==> config.mk <==
export PLATFORM = sky130hd
export DESIGN_NAME = uart_loader
export DESIGN_NICKNAME = d
export VERILOG_FILES = /design/src/rtl/uart_loader.sv
export SDC_FILE = /design/constraint.sdc
export NUM_CORES = 1
export LEC_CHECK = 0
export CORE_AREA = 4 4 118 120
export CTS_CLUSTER_SIZE = 14
export DETAILED_ROUTE_END_ITERATION = 6
export DIE_AREA = 0 0 122 124
export GPL_TIMING_DRIVEN = 0
export PLACE_DENSITY = 0.57
export SYNTH_ARGS = -nofsm -noshare
export SYNTH_HDL_FRONTEND = slang
export SYNTH_SLANG_ARGS = --single-unit
==> constraint.sdc <==
create_clock -name clk -period 3.3 [get_ports clk]
set_clock_uncertainty 0.2 [all_clocks]
set_input_delay 0.66 -clock clk [delete_from_list [all_inputs] [get_ports clk]]
set_output_delay 0.66 -clock clk [all_outputs]
set_load 0.01 [all_outputs]
==> src/rtl/uart_loader.sv <==
// Boot-time UART program loader: receives a framed image, writes it word by word
// into memory from LOAD_ADDR, and releases the CPU once the checksum matches.
`timescale 1ns/1ps

module uart_loader #(
  parameter int                    ADDR_WIDTH  = 16,
  parameter logic [ADDR_WIDTH-1:0] LOAD_ADDR   = 'h4000,
  parameter int                    MAX_WORDS   = 8192,
  parameter int                    TIMEOUT_CYC = 10000,
  parameter logic [7:0]            SYNC_BYTE   = 8'hA5
) (
  input  logic                  clk,
  input  logic                  rst,
  input  logic [7:0]            rx_data,
  input  logic                  rx_full,
  output logic                  rd,
  output logic                  uart_owned,
  output logic [ADDR_WIDTH-1:0] mem_addr,
  output logic                  wr_mem,
  output logic                  byt,
  output logic [15:0]           wr_data,
  output logic                  cpu_rst,
  output logic                  done,
  output logic                  err
);

  localparam int              TW      = $clog2(TIMEOUT_CYC + 1);
  localparam logic [TW-1:0]   T_LAST  = TW'(TIMEOUT_CYC - 1);
  localparam logic [15:0]     MAX_LEN = 16'(MAX_WORDS);

  typedef enum logic [3:0] {
    S_SYNC, S_LEN_HI, S_LEN_LO, S_DATA_HI, S_DATA_LO,
    S_WRITE, S_CSUM, S_DONE, S_ERR
  } state_t;

  state_t        state, state_nx;
  logic [7:0]    checksum;
  logic [7:0]    len_hi;
  logic [15:0]   count;
  logic [TW-1:0] timer;
  logic          accepting;
  logic          accept;
  logic          timed;
  logic          timeout;
  logic          sync_hit;
  logic [15:0]   len_in;

  function automatic logic [7:0] csum_add(input logic [7:0] acc, input logic [7:0] b);
    return acc + b;
  endfunction

  assign accepting = (state != S_WRITE) && (state != S_DONE);
  assign accept    = rx_full & accepting;
  assign timed     = (state == S_LEN_HI) || (state == S_LEN_LO) || (state == S_DATA_HI) ||
                     (state == S_DATA_LO) || (state == S_CSUM);
  assign timeout   = timed && !accept && (timer == T_LAST);
  assign sync_hit  = accept && (rx_data == SYNC_BYTE);
  assign len_in    = {len_hi, rx_data};

  // State register
  always_ff @(posedge clk or posedge rst) begin
    if (rst) state <= S_SYNC;
    else     state <= state_nx;
  end

  // Next-state logic; an inter-byte timeout overrides any in-frame state
  always_comb begin
    state_nx = state;
    unique case (state)
      S_SYNC, S_ERR: if (sync_hit) state_nx = S_LEN_HI;
      S_LEN_HI:      if (accept) state_nx = S_LEN_LO;
      S_LEN_LO: begin
        if (accept) begin
          if (len_in > MAX_LEN)    state_nx = S_ERR;
          else if (len_in == 16'd0) state_nx = S_CSUM;
          else                      state_nx = S_DATA_HI;
        end
      end
      S_DATA_HI:     if (accept) state_nx = S_DATA_LO;
      S_DATA_LO:     if (accept) state_nx = S_WRITE;
      S_WRITE:       state_nx = (count == 16'd1) ? S_CSUM : S_DATA_HI;
      S_CSUM:        if (accept) state_nx = (rx_data == checksum) ? S_DONE : S_ERR;
      S_DONE:        state_nx = S_DONE;
      default:       state_nx = S_SYNC;
    endcase
    if (timeout) state_nx = S_ERR;
  end

  // Outputs decoded from state
  always_comb begin
    rd         = accept;
    wr_mem     = (state == S_WRITE);
    byt        = 1'b0;
    done       = (state == S_DONE);
    cpu_rst    = (state != S_DONE);
    uart_owned = (state != S_DONE);
    err        = (state == S_ERR);
  end

  // Frame datapath: length, checksum, address/word registers
  always_ff @(posedge clk or posedge rst) begin
    if (rst) begin
      checksum <= 8'd0;
      len_hi   <= 8'd0;
      count    <= 16'd0;
      mem_addr <= LOAD_ADDR;
      wr_data  <= 16'd0;
    end else begin
      unique case (state)
        S_SYNC, S_ERR: begin
          if (sync_hit) begin
            checksum <= 8'd0;
            mem_addr <= LOAD_ADDR;
          end
        end
        S_LEN_HI: begin
          if (accept) begin
            len_hi   <= rx_data;
            checksum <= csum_add(checksum, rx_data);
          end
        end
        S_LEN_LO: begin
          if (accept) begin
            checksum <= csum_add(checksum, rx_data);
            count    <= len_in;
          end
        end
        S_DATA_HI: begin
          if (accept) begin
            wr_data[15:8] <= rx_data;
            checksum      <= csum_add(checksum, rx_data);
          end
        end
        S_DATA_LO: begin
          if (accept) begin
            wr_data[7:0] <= rx_data;
            checksum     <= csum_add(checksum, rx_data);
          end
        end
        S_WRITE: begin
          mem_addr <= mem_addr + ADDR_WIDTH'(2);
          count    <= count - 16'd1;
        end
        default: ;
      endcase
    end
  end

  // Inter-byte timer: cleared by every accepted byte, frozen across the write cycle
  always_ff @(posedge clk or posedge rst) begin
    if (rst)                                  timer <= '0;
    else if (accept)                          timer <= '0;
    else if (timed)                           timer <= timer + TW'(1);
    else if (state != S_WRITE)                timer <= '0;
  end

endmodule

== Word level (Yosys, flattened, before mapping) ==
Index checks and enable logic that the tools add are counted.
Word-level totals
  bits of input ports: 11
  register bits after elaboration: 82
Operators by class
  eq/ne operators: 23
  reductions and logical operators: 24
  magnitude comparators: 1
  bitwise operators: 1
  add/sub/neg operators: 4
  multiplexer cells: 22
Operators with widths (count)
  16-bit case mux with 2 select lines: 2
  14-bit 2-to-1 mux: 3
  4-bit 2-to-1 mux: 9
  16-bit 2-to-1 mux: 2
  4-bit case mux with 8 select lines: 1
  3-bit != test, second input constant: 6
  16-bit by 2-bit adder with 16-bit output, second input constant: 1
  16-bit by 1-bit == test with 1-bit output, second input constant: 1
  4-bit by 3-bit == test with 1-bit output, second input constant: 4
  16-bit by 14-bit > comparator with 1-bit output, second input constant: 1
  16-bit zero test: 1
  8-bit 2-to-1 mux: 2
  8-bit case mux with 2 select lines: 1
  16-bit by 1-bit subtractor with 16-bit output, second input constant: 1
  14-bit by 1-bit adder with 14-bit output, second input constant: 1
  14-bit == test, second input constant: 1
  2-bit AND reduction: 5
  8-bit adder: 1
  4-bit by 2-bit == test with 1-bit output, second input constant: 2
  8-bit == test: 1
  8-bit == test, second input constant: 1
  4-bit by 3-bit != test with 1-bit output, second input constant: 2
  3-bit 2-to-1 mux: 2
  6-bit AND reduction: 1
  14 further kinds: 23

== Longest topological paths before layout ==
Gate-level depths: netlist of run 1.
  depth in word-level cells: 9
  mapped depth: 9
  mapped depth without buffers: 7

== Worst setup path before layout of run 1 ==
Ideal clock, no wire load.
  kind: input to register
  start: input port rx_data[1]
  end: register state[0]
  slack: 0.762 ns
  stages on the path: 5
  arrival: 2.217 ns
  buffers on the path: 0
  cells stage by stage: or4_4 > nand4b_1 > or2_2 > a311o_1 > a32o_1
Between the ends
  longest elaborated chain between the ends: 6
Ends and longest elaborated chain
  from (decl): RTL line 14  | input logic [7:0] rx_data,
  branches (longest 6 deep; another with 16-bit by 14-bit > comparator with 1-bit output)
  to (signal assigned): RTL line 63  | else state <= state_nx;
  to (decl): RTL line 36  | state_t state, state_nx;
Parallel ways; which one is timed is not known. The select of a mux whose other input is x is not followed.
A chain may end at the register's enable or synchronous reset.

== Worst setup path in the final report of run 1 ==
  start: register state[2]
  end: output port err
Between the ends
  longest elaborated chain between the ends: 1
Ends and longest elaborated chain
  4-bit == test: RTL line 97  | err = (state == S_ERR);
  to (decl): RTL line 24  | output logic err
Every way passes these cells.

==> reports/qor.yml, run 1 <==
synth:
  postSynthCellCount: 452
  ys_types: 56
  ys_ff_latch: 81
  yosys_most_used_dff: "dfrtp_1"
  ys_warn_count: 0
  synth_edf_count: 0
  syn_area_um2: 4400
  seq_area_frac_synth_pct: 46.1
  syn_area_per_cell_um2: 9.74
  synthArstFlopShare_pct: 100
pwr:
  power_switching_mw: 1.53
  peakVddDrop_v: 0.000354
  p_int_mw: 2.73
  pwr-share-clk_pct: 22.8
  power_leakage_nw: 2.22
  switching_share_pct: 35.9
  combinationalPowerShare_pct: 38.4
  powerDensity_nw_per_um2: 786
  p_seq_share_pct: 38.8
global_routing:
  grt-ovfl-total: 0
  grt_pass1_wl_um: 18700
  grt_use_total_pct: 15.8
  grt_max_degree: 46
  grt_pass1_vias: 3611
  antenna_found_initial: 0
worst_setup_path:
  path_buf_inv: 2
  cp.required_ns: 2.44
  crit_path_max_fanout: 10
  cp.arrival_ns: 2.32
  startpoint_type: "flop"
  cpPeakStageDelay_ns: 0.59
  critPathCaptureType: "output pin"
  cp_cell_sequence: "clkbuf_1 > nor3_1 > and2_1 > clkdlybuf4s50_1"
  criticalPathCategory: "flop to output pin"
  critPathSlowestCell: "nor3_1"
  crit_family: "simple AND/OR/NAND/NOR gates"
run_status:
  status: "finished clean"
clocking:
  cts_sinks: 81
  clk_latency_ns: 0.34
  clock_path_buffers: 2
  htree_levels: 3
  cts_root_buf: "clkbuf_16"
  cts_hold_buf: 0
  cts.clk_slew.worst_paths_ns: 0.06
  cts_buffers: 9
  cts_tree: "done"
cells_and_area:
  synthToLayoutAreaGrowth_pct: 23.1
  drive_above_1_share_pct: 12.3
  fin_area_um2: 5420
  fin_util_pct: 41.8
  n_antenna_cell: 0
  n_fill_cell: 1283
  layout.nets: 532
die:
  die_area_um2: 15100
  start_util_pct: 33.9
  core_area_um2: 13000
  rows: 42
  die_w_um: 122
  ios: 50
  die_h_um: 124
placement:
  gp_congestion: 0.874
  dp_hpwl_um: 7980
  dpl_worst_slack_ns: -0.370
  portBuffers: 45
  dpl_cell_area_um2: 5110
timing:
  fin_crit_sh_pct: 96.3
  fmax_ghz: 0.315
  timing.final.ws_setup_ns: 0.121
  hold_viol_final: 0
  fin_crit_ns: 3.18
  tightestPinTransition_ns: 1.23
  relSlewSlack_pct: 17.1
  setup_violations: 0
  finalHoldWorstSlack_ns: 0.280
  drv_slew: 0
  setup_tns_ns: 0
routing:
  drt_first_pass_iters: 4
  vias: 3727
  wl_per_cell_um: 16.6
  routed_wl_um: 11400
  drtAntennaViolNets: 0
  drc: 0
  drt_iter0_drc: 233
  drt-vias-per-instance: 5.40
min_path:
  min_path_type: "flop to flop"
flow_run:
  cap_violations: 0
## power groups by stage
stage	combinational [mW]	sequential, mW	clock [mW]
global placement	1.59	1.65	0
global route	1.82	1.71	1.05
CTS	1.63	1.65	1.01
floorplan	1.06	1.64	0
detailed placement	1.62	1.67	0
finish	1.63	1.65	0.973
## cell type report
cell class              instances  area [µm²]  area share, %
repair buffers                 46         480           8.86
clock inverters                 1        7.51          0.138
well taps                     176         220           4.06
multi-input cells             339        2240           41.4
flip-flops and latches         81        2030           37.4
clock buffers                  15         288           5.31
inverters                      12        47.5          0.877
plain buffers                  20         105           1.94
## cells in the mapped netlist (3+ instances only)
library cell / instances / share of area [%]
dfrtp_1: 80 / 45
nand2_1: 45 / 3.8
o21ai_0: 45 / 5.1
nor2_1: 27 / 2.3
mux2_2: 25 / 6.4
nand3_1: 23 / 2.6
a21oi_1: 17 / 1.9
nand4_1: 14 / 2.0
and3_1: 13 / 1.8
inv_1: 12 / 1.0
ha_1: 11 / 3.1
nor3_1: 10 / 1.1
clkbuf_1: 9 / 0.77
o211ai_1: 9 / 1.5
xnor2_1: 7 / 1.4
and2_1: 6 / 0.85
buf_2: 6 / 0.68
nor4_1: 5 / 0.71
o31ai_1: 5 / 0.85
a211oi_1: 4 / 0.68
a31oi_1: 4 / 0.57
buf_4: 4 / 0.68
mux2i_1: 4 / 0.91
nand4b_1: 4 / 0.80
o311ai_0: 4 / 0.80
or3_1: 4 / 0.57
or4_1: 4 / 0.68
a22o_1: 3 / 0.60
a32o_1: 3 / 0.68
and4_1: 3 / 0.60
nor4b_1: 3 / 0.60
o21a_1: 3 / 0.51
o22ai_1: 3 / 0.43
xor2_1: 3 / 0.60
## repair_timing
item,4_1_cts,5_1_grt
gates resized for setup,3,3
setup buffers,0,0
setup endpoints to repair,3,9
## metal layers
metal	GRT usage, %	routed length, µm	vias up	part of all wire [%]
li1	-	-	1801	-
met1	21.0	5330	1831	47
met2	25.3	5480	78	48
met3	2.68	342	17	3.0
met4	7.42	287	0	2.5
met5	0	0	-	0
## flip-flops by register name, indices dropped and copies added (netlist names)
name / count
count: 16
wr_data: 16
mem_addr: 15
timer: 14
checksum: 8
len_hi: 8
state: 4
## worst paths after layout
check	start	to	slack (ns)	depth (start not counted)
max in group asynchronous	rst	count[7]$_DFFE_PP0P_	1.79	3
hold / removal	timer[13]$_DFFE_PP0P_	timer[13]$_DFFE_PP0P_	0.28	1
min in group asynchronous	rst	mem_addr[13]$_DFFE_PP0P_	0.51	2
hold reg to reg	timer[13]$_DFFE_PP0P_	timer[13]$_DFFE_PP0P_	0.28	1
setup / recovery	state[2]$_DFFE_PP0P_	err	0.12	4
setup reg to reg	state[1]$_DFFE_PP0P_	count[5]$_DFFE_PP0P_	0.62	5
## stage by stage
stage	std cells	total power, mW
5_1_grt	690	4.57
6_report	690	4.26
3_3_place_gp	674	3.24
4_1_cts	690	4.29
2_1_floorplan	453	2.70
3_5_place_dp	675	3.29
## cells in the final DEF, fill, tap and decap left out, drive strengths merged, types with 5 or more instances in the layout
cell type	n
nor3	10
ha	11
a21oi	17
nand4	14
dfrtp	80
inv	12
or4	6
mux2	25
clkbuf	24
clkdlybuf4s50	44
nor4	7
o211ai	9
nand3	23
xnor2	7
nand2	45
o31ai	5
o21ai	46
and2	6
buf	12
nor2	27
and3	13
## kinds of logic after synthesis
kind of cell | count (synthesis) | synth area share, %
and+or+nand+nor | 173 | 21.0
AOI/OAI and AO/OA | 113 | 16.7
DFF | 81 | 46.1
buffers and inverters | 33 | 3.32
muxes | 29 | 7.30
adders and majority gates | 12 | 3.58
xor gates and xnor gates | 10 | 1.99
other | 1 | 0.0852
## worst reg2reg max path, stage by stage (launching register included)
cell      delay (ns)
dfrtp_1         0.41
nor2b_1         0.33
nor4b_1         1.02
buf_4           0.33
nor3_1          0.07
a211oi_1        0.23
Power figures use the tool's default switching activity.
==> run 2, diff against run 1 <==
--- a/config.mk
+++ b/config.mk
@@ -5,11 +5,12 @@
 export SDC_FILE = /design/constraint.sdc
 export NUM_CORES = 1
 export LEC_CHECK = 0
-export CORE_AREA = 4 4 118 120
+export CORE_AREA = 10 10 124 126
 export CTS_CLUSTER_SIZE = 14
 export DETAILED_ROUTE_END_ITERATION = 6
-export DIE_AREA = 0 0 122 124
+export DIE_AREA = 0 0 134 136
 export GPL_TIMING_DRIVEN = 0
+export HOLD_SLACK_MARGIN = 0.06
 export PLACE_DENSITY = 0.57
 export SYNTH_ARGS = -nofsm -noshare
 export SYNTH_HDL_FRONTEND = slang
==> reports/qor.yml, run 2 (synthesis results as in run 1) <==
worst_setup_path:
  r2r_end: "count[14]$_DFFE_PP0P_"
  cpPeakStageDelay_ns: 0.58  # about the same
  crit_cells: 4  # unchanged
  path_buf_inv: 2  # unchanged
  critPathCaptureType: "output pin"
  crit_family: "simple AND/OR/NAND/NOR gates"
  cp.required_ns: 2.44  # about the same
  critPathSlowestCell: "nor3_1"
  crit_path_max_fanout: 10  # unchanged
  startpoint_type: "flop"
  cp.arrival_ns: 2.32  # about the same
  criticalPathCategory: "flop to output pin"
  reg2reg_from: "state[1]$_DFFE_PP0P_"
  rr_worst_depth: 6  # +1
  cp_cell_sequence: "clkbuf_1 > nor3_1 > and2_1 > clkdlybuf4s50_1"
  cp-startpoint: "state[2]$_DFFE_PP0P_"
  crit_end: "err"
  reg2reg_slack_ns: 0.73  # +0.11 ns
cells_and_area:
  drive_above_1_share_pct: 12.6  # +0.39 points
  synthToLayoutAreaGrowth_pct: 23.2  # about the same
  layout.nets: 532  # unchanged
  n_fill_cell: 1290  # +0.55%
  final_common_cell: "dfrtp_1"
  most-common-layout-cells: "80 x dfrtp_1, 45 x nand2_1, 45 x o21ai_0"
  layout.area.seq_um2: 2030  # unchanged
  fin_util_pct: 41.8  # about the same
  n_antenna_cell: 0  # unchanged
  multi_input_area_um2: 2240  # unchanged
  reg_top3: "count (16), wr_data (16), mem_addr (15)"
die:
  rows: 42  # unchanged
  ios: 50  # unchanged
  die_h_um: 136  # +9.7%
  die_w_um: 134  # +9.8%
  start_util_pct: 33.9  # unchanged
  core_area_um2: 13000  # unchanged
  die_area_um2: 18200  # +20%
run_status:
  status: "finished clean"
timing:
  hold_viol_final: 0  # unchanged
  rsz0062_at_grt: "no"
  tightestPinTransition_ns: 1.09  # -0.133 ns
  fin_crit_ns: 3.18  # -0.00279 ns
  setup_violations: 0  # unchanged
  fmax_ghz: 0.315  # about the same
  relSlewSlack_pct: 26.1  # +9.0 points
  fin_crit_sh_pct: 96.3  # about the same
  finalHoldWorstSlack_ns: 0.287  # +0.00650 ns
  drv_slew: 0  # unchanged
pwr:
  p_seq_share_pct: 38.0  # -0.8 points
  pwr-share-clk_pct: 24.5  # +1.7 points
  p_int_mw: 2.80  # +2.4%
  powerDensity_nw_per_um2: 800  # +1.8%
  power_switching_mw: 1.54  # +0.93%
  combinationalPowerShare_pct: 37.5  # -0.9 points
  switching_share_pct: 35.6  # -0.33 points
  peakVddDrop_v: 0.000362  # +2.0%
  power_leakage_nw: 2.22  # about the same
routing:
  drt-vias-per-instance: 5.33  # -1.3%
  vias: 3678  # -1.3%
  wl_per_cell_um: 16.7  # +0.64%
  drt_iter0_drc: 167  # -28%
  drc: 0  # unchanged
  routed_wl_um: 11500  # +0.64%
  drtAntennaViolNets: 0  # unchanged
  drt_first_pass_iters: 4  # unchanged
flow_run:
  cap_violations: 0  # unchanged
clocking:
  cts_root_buf: "clkbuf_16"
  htree_levels: 3  # unchanged
  cts.clk_slew.worst_paths_ns: 0.06  # about the same
  cts_sinks: 81  # unchanged
  cts_buffers: 9  # unchanged
  cts_tree: "done"
  clock_path_buffers: 2  # unchanged
  clk_latency_ns: 0.34  # about the same
  postCtsSetupBuffers: 0  # unchanged
placement:
  gp_congestion: 0.892  # +2.1%
  portBuffers: 45  # unchanged
  dp_hpwl_um: 8250  # +3.4%
min_path:
  min_path_type: "flop to flop"
global_routing:
  grt_pass1_wl_um: 19100  # +2.1%
  antenna_found_initial: 0  # unchanged
  grt_max_degree: 43  # -6.5%
  grt_use_total_pct: 12.9  # -2.9 points
  grt_pass1_vias: 3591  # -0.55%
  grt-ovfl-total: 0  # unchanged
run 2: worst min path at each step:
stage                          start  cells past startpoint  slack [ns]                     to
5_1_grt        timer[13]$_DFFE_PP0P_                      1        0.30  timer[13]$_DFFE_PP0P_
4_1_cts        timer[13]$_DFFE_PP0P_                      1        0.28  timer[13]$_DFFE_PP0P_
2_1_floorplan  timer[13]$_DFFE_PP0P_                      1        0.24  timer[13]$_DFFE_PP0P_
3_5_place_dp   timer[13]$_DFFE_PP0P_                      1        0.27  timer[13]$_DFFE_PP0P_
6_report       timer[13]$_DFFE_PP0P_                      1        0.29  timer[13]$_DFFE_PP0P_
3_3_place_gp   timer[13]$_DFFE_PP0P_                      1        0.26  timer[13]$_DFFE_PP0P_
run 2: worst register-to-register path, stage by stage, from the launching register on:
cell and delay, ns:
dfrtp_1 0.41, nor2b_1 0.32, nor4b_1 0.92, buf_4 0.32, nor2_1 0.05, mux2i_1 0.13
o21a_1 0.14
run 2: final cells by class:
cell class	instances	area share, %
buffer	20	1.94
clock buffer	10	4.22
clock inverter	6	1.52
inverter	12	0.876
multi-input combinational	339	41.4
sequential	81	37.4
tap	176	4.06
timing repair buffer	46	8.65
run 2: power by group through the flow:
stage,Clock [mW],Combinational (mW),Sequential [mW]
2_1_floorplan,0,1.06,1.64
3_3_place_gp,0,1.60,1.65
3_5_place_dp,0,1.63,1.66
4_1_cts,1.08,1.64,1.65
5_1_grt,1.12,1.82,1.70
6_report,1.06,1.63,1.65
run 2: routing by layer:
layer  part of all wire (%)  GRT usage, %  up-vias
li1                       -             -     1802
met1                     47          16.6     1791
met2                     48          20.7       68
met3                    4.0          2.99       17
met4                    1.9          4.96        0
met5                      0             0        -
run 2: what timing repair did:
action / 4_1_cts / 5_1_grt
resized for setup: 3 / 5
hold buffers: 0 / 0
pin swaps: 0 / 0
setup endpoints to repair: 10 / 9
run 2: stage by stage:
stage	setup slack, ns	total power [mW]	cells	setup TNS (ns)	cell area [µm²]
after floorplan	0.362	2.70	453	0	4410
final	0.124	4.34	690	0	5430
after global placement	-1.09	3.25	674	-92.78	5080
after global routing	0.0168	4.64	690	0	5430
after CTS	0.00248	4.37	690	0	5410
after detailed placement	-0.430	3.29	675	-5.41	5100
==> run 3, diff against run 2 <==
==> constraint.sdc (replaced) <==
create_clock -name clk -period 3.7 [get_ports clk]
set_clock_uncertainty 0.2 [all_clocks]
set_input_delay 0.74 -clock clk [delete_from_list [all_inputs] [get_ports clk]]
set_output_delay 0.74 -clock clk [all_outputs]
set_load 0.01 [all_outputs]
==> reports/qor.yml, run 3 (synthesis results as in run 1) <==
run_status:
  status: "finished clean"
timing:
  timing.final.ws_setup_ns: 0.248  # +0.124 ns
  tightestPinTransition_ns: 1.09  # -0.00346 ns
  fmax_ghz: 0.290
  drv_slew: 0  # unchanged
  hold_viol_final: 0  # unchanged
  fin_crit_ns: 3.45
  fin_crit_sh_pct: 93.3
  finalHoldWorstSlack_ns: 0.284  # -0.00304 ns
  relSlewSlack_pct: 26.3  # +0.23 points
  rsz0062_at_grt: "no"
  setup_violations: 0  # unchanged
die:
  die_area_um2: 18200  # unchanged
  ios: 50  # unchanged
  die_w_um: 134  # unchanged
  rows: 42  # unchanged
  die_h_um: 136  # unchanged
  core_area_um2: 13000  # unchanged
  start_util_pct: 33.9  # unchanged
pwr:
  combinationalPowerShare_pct: 37.4  # about the same
  p_int_mw: 2.49  # -11%
  powerDensity_nw_per_um2: 714  # -11%
  switching_share_pct: 35.6  # about the same
  power_leakage_nw: 2.21  # -0.25%
  peakVddDrop_v: 0.000321  # -11%
  power_switching_mw: 1.38  # -11%
  p_seq_share_pct: 38.0  # about the same
  pwr-share-clk_pct: 24.5  # about the same
placement:
  dpl_worst_slack_ns: -0.110  # +0.320 ns
  gp_congestion: 0.892  # unchanged
  dp_hpwl_um: 8250  # unchanged
  portBuffers: 45  # unchanged
worst_setup_path:
  crit_path_max_fanout: 19  # +9
  r2r_end: "mem_addr[10]$_DFFE_PP0P_"
  reg2reg_slack_ns: 0.89  # +0.16 ns
  critPathCaptureType: "output pin"
  criticalPathCategory: "flop to output pin"
  cpMostUsedCell: "inv_1"
  reg2reg_from: "state[1]$_DFFE_PP0P_"
  cp-startpoint: "state[1]$_DFFE_PP0P_"
  rr_worst_depth: 9  # +3
  crit_family: "buffers and inverters"
  cp.required_ns: 2.76  # +0.32 ns
  crit_end: "wr_mem"
  cp_cell_sequence: "clkbuf_1 > inv_1 > nand3_2 > inv_1 > clkbuf_4 > clkdlybuf4s50_1"
  cpPeakStageDelay_ns: 0.59  # about the same
  path_buf_inv: 5  # +3
  critPathSlowestCell: "clkdlybuf4s50_1"
  startpoint_type: "flop"
  crit_cells: 6  # +2
  cp.arrival_ns: 2.51  # +0.19 ns
global_routing:
  antenna_found_initial: 0  # unchanged
  grt_pass1_wl_um: 19100  # about the same
  grt_pass1_vias: 3590  # -0.028%
  grt_use_total_pct: 12.9  # unchanged
  grt_max_degree: 43  # unchanged
  grt-ovfl-total: 0  # unchanged
routing:
  drtAntennaViolNets: 0  # unchanged
  drt_first_pass_iters: 4  # unchanged
  routed_wl_um: 11500  # -0.12%
  vias: 3677  # -0.027%
  wl_per_cell_um: 16.7  # -0.12%
  drt-vias-per-instance: 5.33  # about the same
  drt_iter0_drc: 192  # +15%
  drc: 0  # unchanged
clocking:
  cts_sinks: 81  # unchanged
  cts_hold_buf: 0  # unchanged
  cts_tree: "done"
  cts_root_buf: "clkbuf_16"
  clk_latency_ns: 0.34  # about the same
  cts_buffers: 9  # unchanged
  htree_levels: 3  # unchanged
  cts.clk_slew.worst_paths_ns: 0.06  # about the same
  clock_path_buffers: 2  # unchanged
cells_and_area:
  most-common-layout-cells: "80 x dfrtp_1, 45 x nand2_1, 45 x o21ai_0, 45 x clkdlybuf4s50_1, 27 x nor2_1"
  n_antenna_cell: 0  # unchanged
  reg_top3: "count (16), wr_data (16), mem_addr (15)"
  synthToLayoutAreaGrowth_pct: 23.0
  layout.nets: 532  # unchanged
  drive_above_1_share_pct: 12.3  # -0.39 points
  n_fill_cell: 1289  # -0.078%
  final_common_cell: "dfrtp_1"
min_path:
  min_path_type: "flop to flop"
  whs_path_depth: 1  # unchanged
flow_run:
  cap_violations: 0  # unchanged
[run 3: cell types whose count changed in the layout (fill, tap and decap cells not counted), sizes merged]
cell	change
dlygate4sd2	-1
buf	-1
clkbuf	+1
clkdlybuf4s50	+1
[run 3: layer usage]
layer / vias to the layer above / part of all wire, % / global-route usage, % / wire length, µm
li1: 1795 / - / - / -
met1: 1796 / 46 / 16.6 / 5340
met2: 72 / 47 / 20.6 / 5430
met3: 14 / 4.4 / 2.99 / 509
met4: 0 / 1.8 / 5.02 / 210
met5: - / 0 / 0 / 0
[run 3: final cells by class]
| class | instances | area, µm² | share of cell area (%) |
|---|---|---|---|
| multi-input combinational | 339 | 2240 | 41.3 |
| sequential | 81 | 2030 | 37.5 |
| timing repair buffer | 46 | 470 | 8.69 |
| clock buffer | 10 | 229 | 4.23 |
| tap | 176 | 220 | 4.07 |
| buffer | 20 | 100 | 1.85 |
| clock inverter | 6 | 82.6 | 1.52 |
| inverter | 12 | 47.5 | 0.878 |
[run 3: worst register-to-register path, stage by stage, from the launching register on]
cell      delay [ns]
dfrtp_1         0.42
clkbuf_1        0.23
inv_1           0.18
nand3_2         0.25
inv_1           0.18
clkbuf_4        0.31
buf_1           0.51
nand4_1         0.20
nand3_1         0.12
o21ai_0         0.09
[run 3: power by group through the flow]
| stage | sequential [mW] | clock [mW] | combinational [mW] |
|---|---|---|---|
| 2_1_floorplan | 1.46 | 0 | 0.942 |
| 3_3_place_gp | 1.47 | 0 | 1.43 |
| 3_5_place_dp | 1.48 | 0 | 1.45 |
| 4_1_cts | 1.47 | 0.967 | 1.46 |
| 5_1_grt | 1.52 | 1.00 | 1.61 |
| 6_report | 1.47 | 0.949 | 1.45 |
[run 3: how the worst min path moves through the flow]
| stage | end | startpoint | slack [ns] |
|---|---|---|---|
| 4_1_cts | timer[13]$_DFFE_PP0P_ | timer[13]$_DFFE_PP0P_ | 0.28 |
| 3_3_place_gp | timer[13]$_DFFE_PP0P_ | timer[13]$_DFFE_PP0P_ | 0.26 |
| 3_5_place_dp | timer[13]$_DFFE_PP0P_ | timer[13]$_DFFE_PP0P_ | 0.27 |
| 2_1_floorplan | timer[13]$_DFFE_PP0P_ | timer[13]$_DFFE_PP0P_ | 0.24 |
| 6_report | timer[13]$_DFFE_PP0P_ | timer[13]$_DFFE_PP0P_ | 0.28 |
| 5_1_grt | timer[13]$_DFFE_PP0P_ | timer[13]$_DFFE_PP0P_ | 0.30 |
[run 3: metrics by stage]
stage	cell area [µm²]	power (mW)	setup TNS [ns]	cells	util, %
final	5420	3.87	0	690	41.7
after global routing	5420	4.13	0	690	41.7
after CTS	5410	3.89	0	690	41.7
after detailed placement	5100	2.93	-0.724	675	39.3
after global placement	5080	2.90	-62.27	674	39.1
after floorplan	4410	2.41	0	453	-
[run 3: what timing repair did]
action / CTS / global route
endpoints found under the setup margin: 1 / 1
buffers inserted: 0 / 0
resized for setup: 0 / 2
pin swaps: 0 / 0
hold endpoints to repair: 0 / 0
cloned: 0 / 0
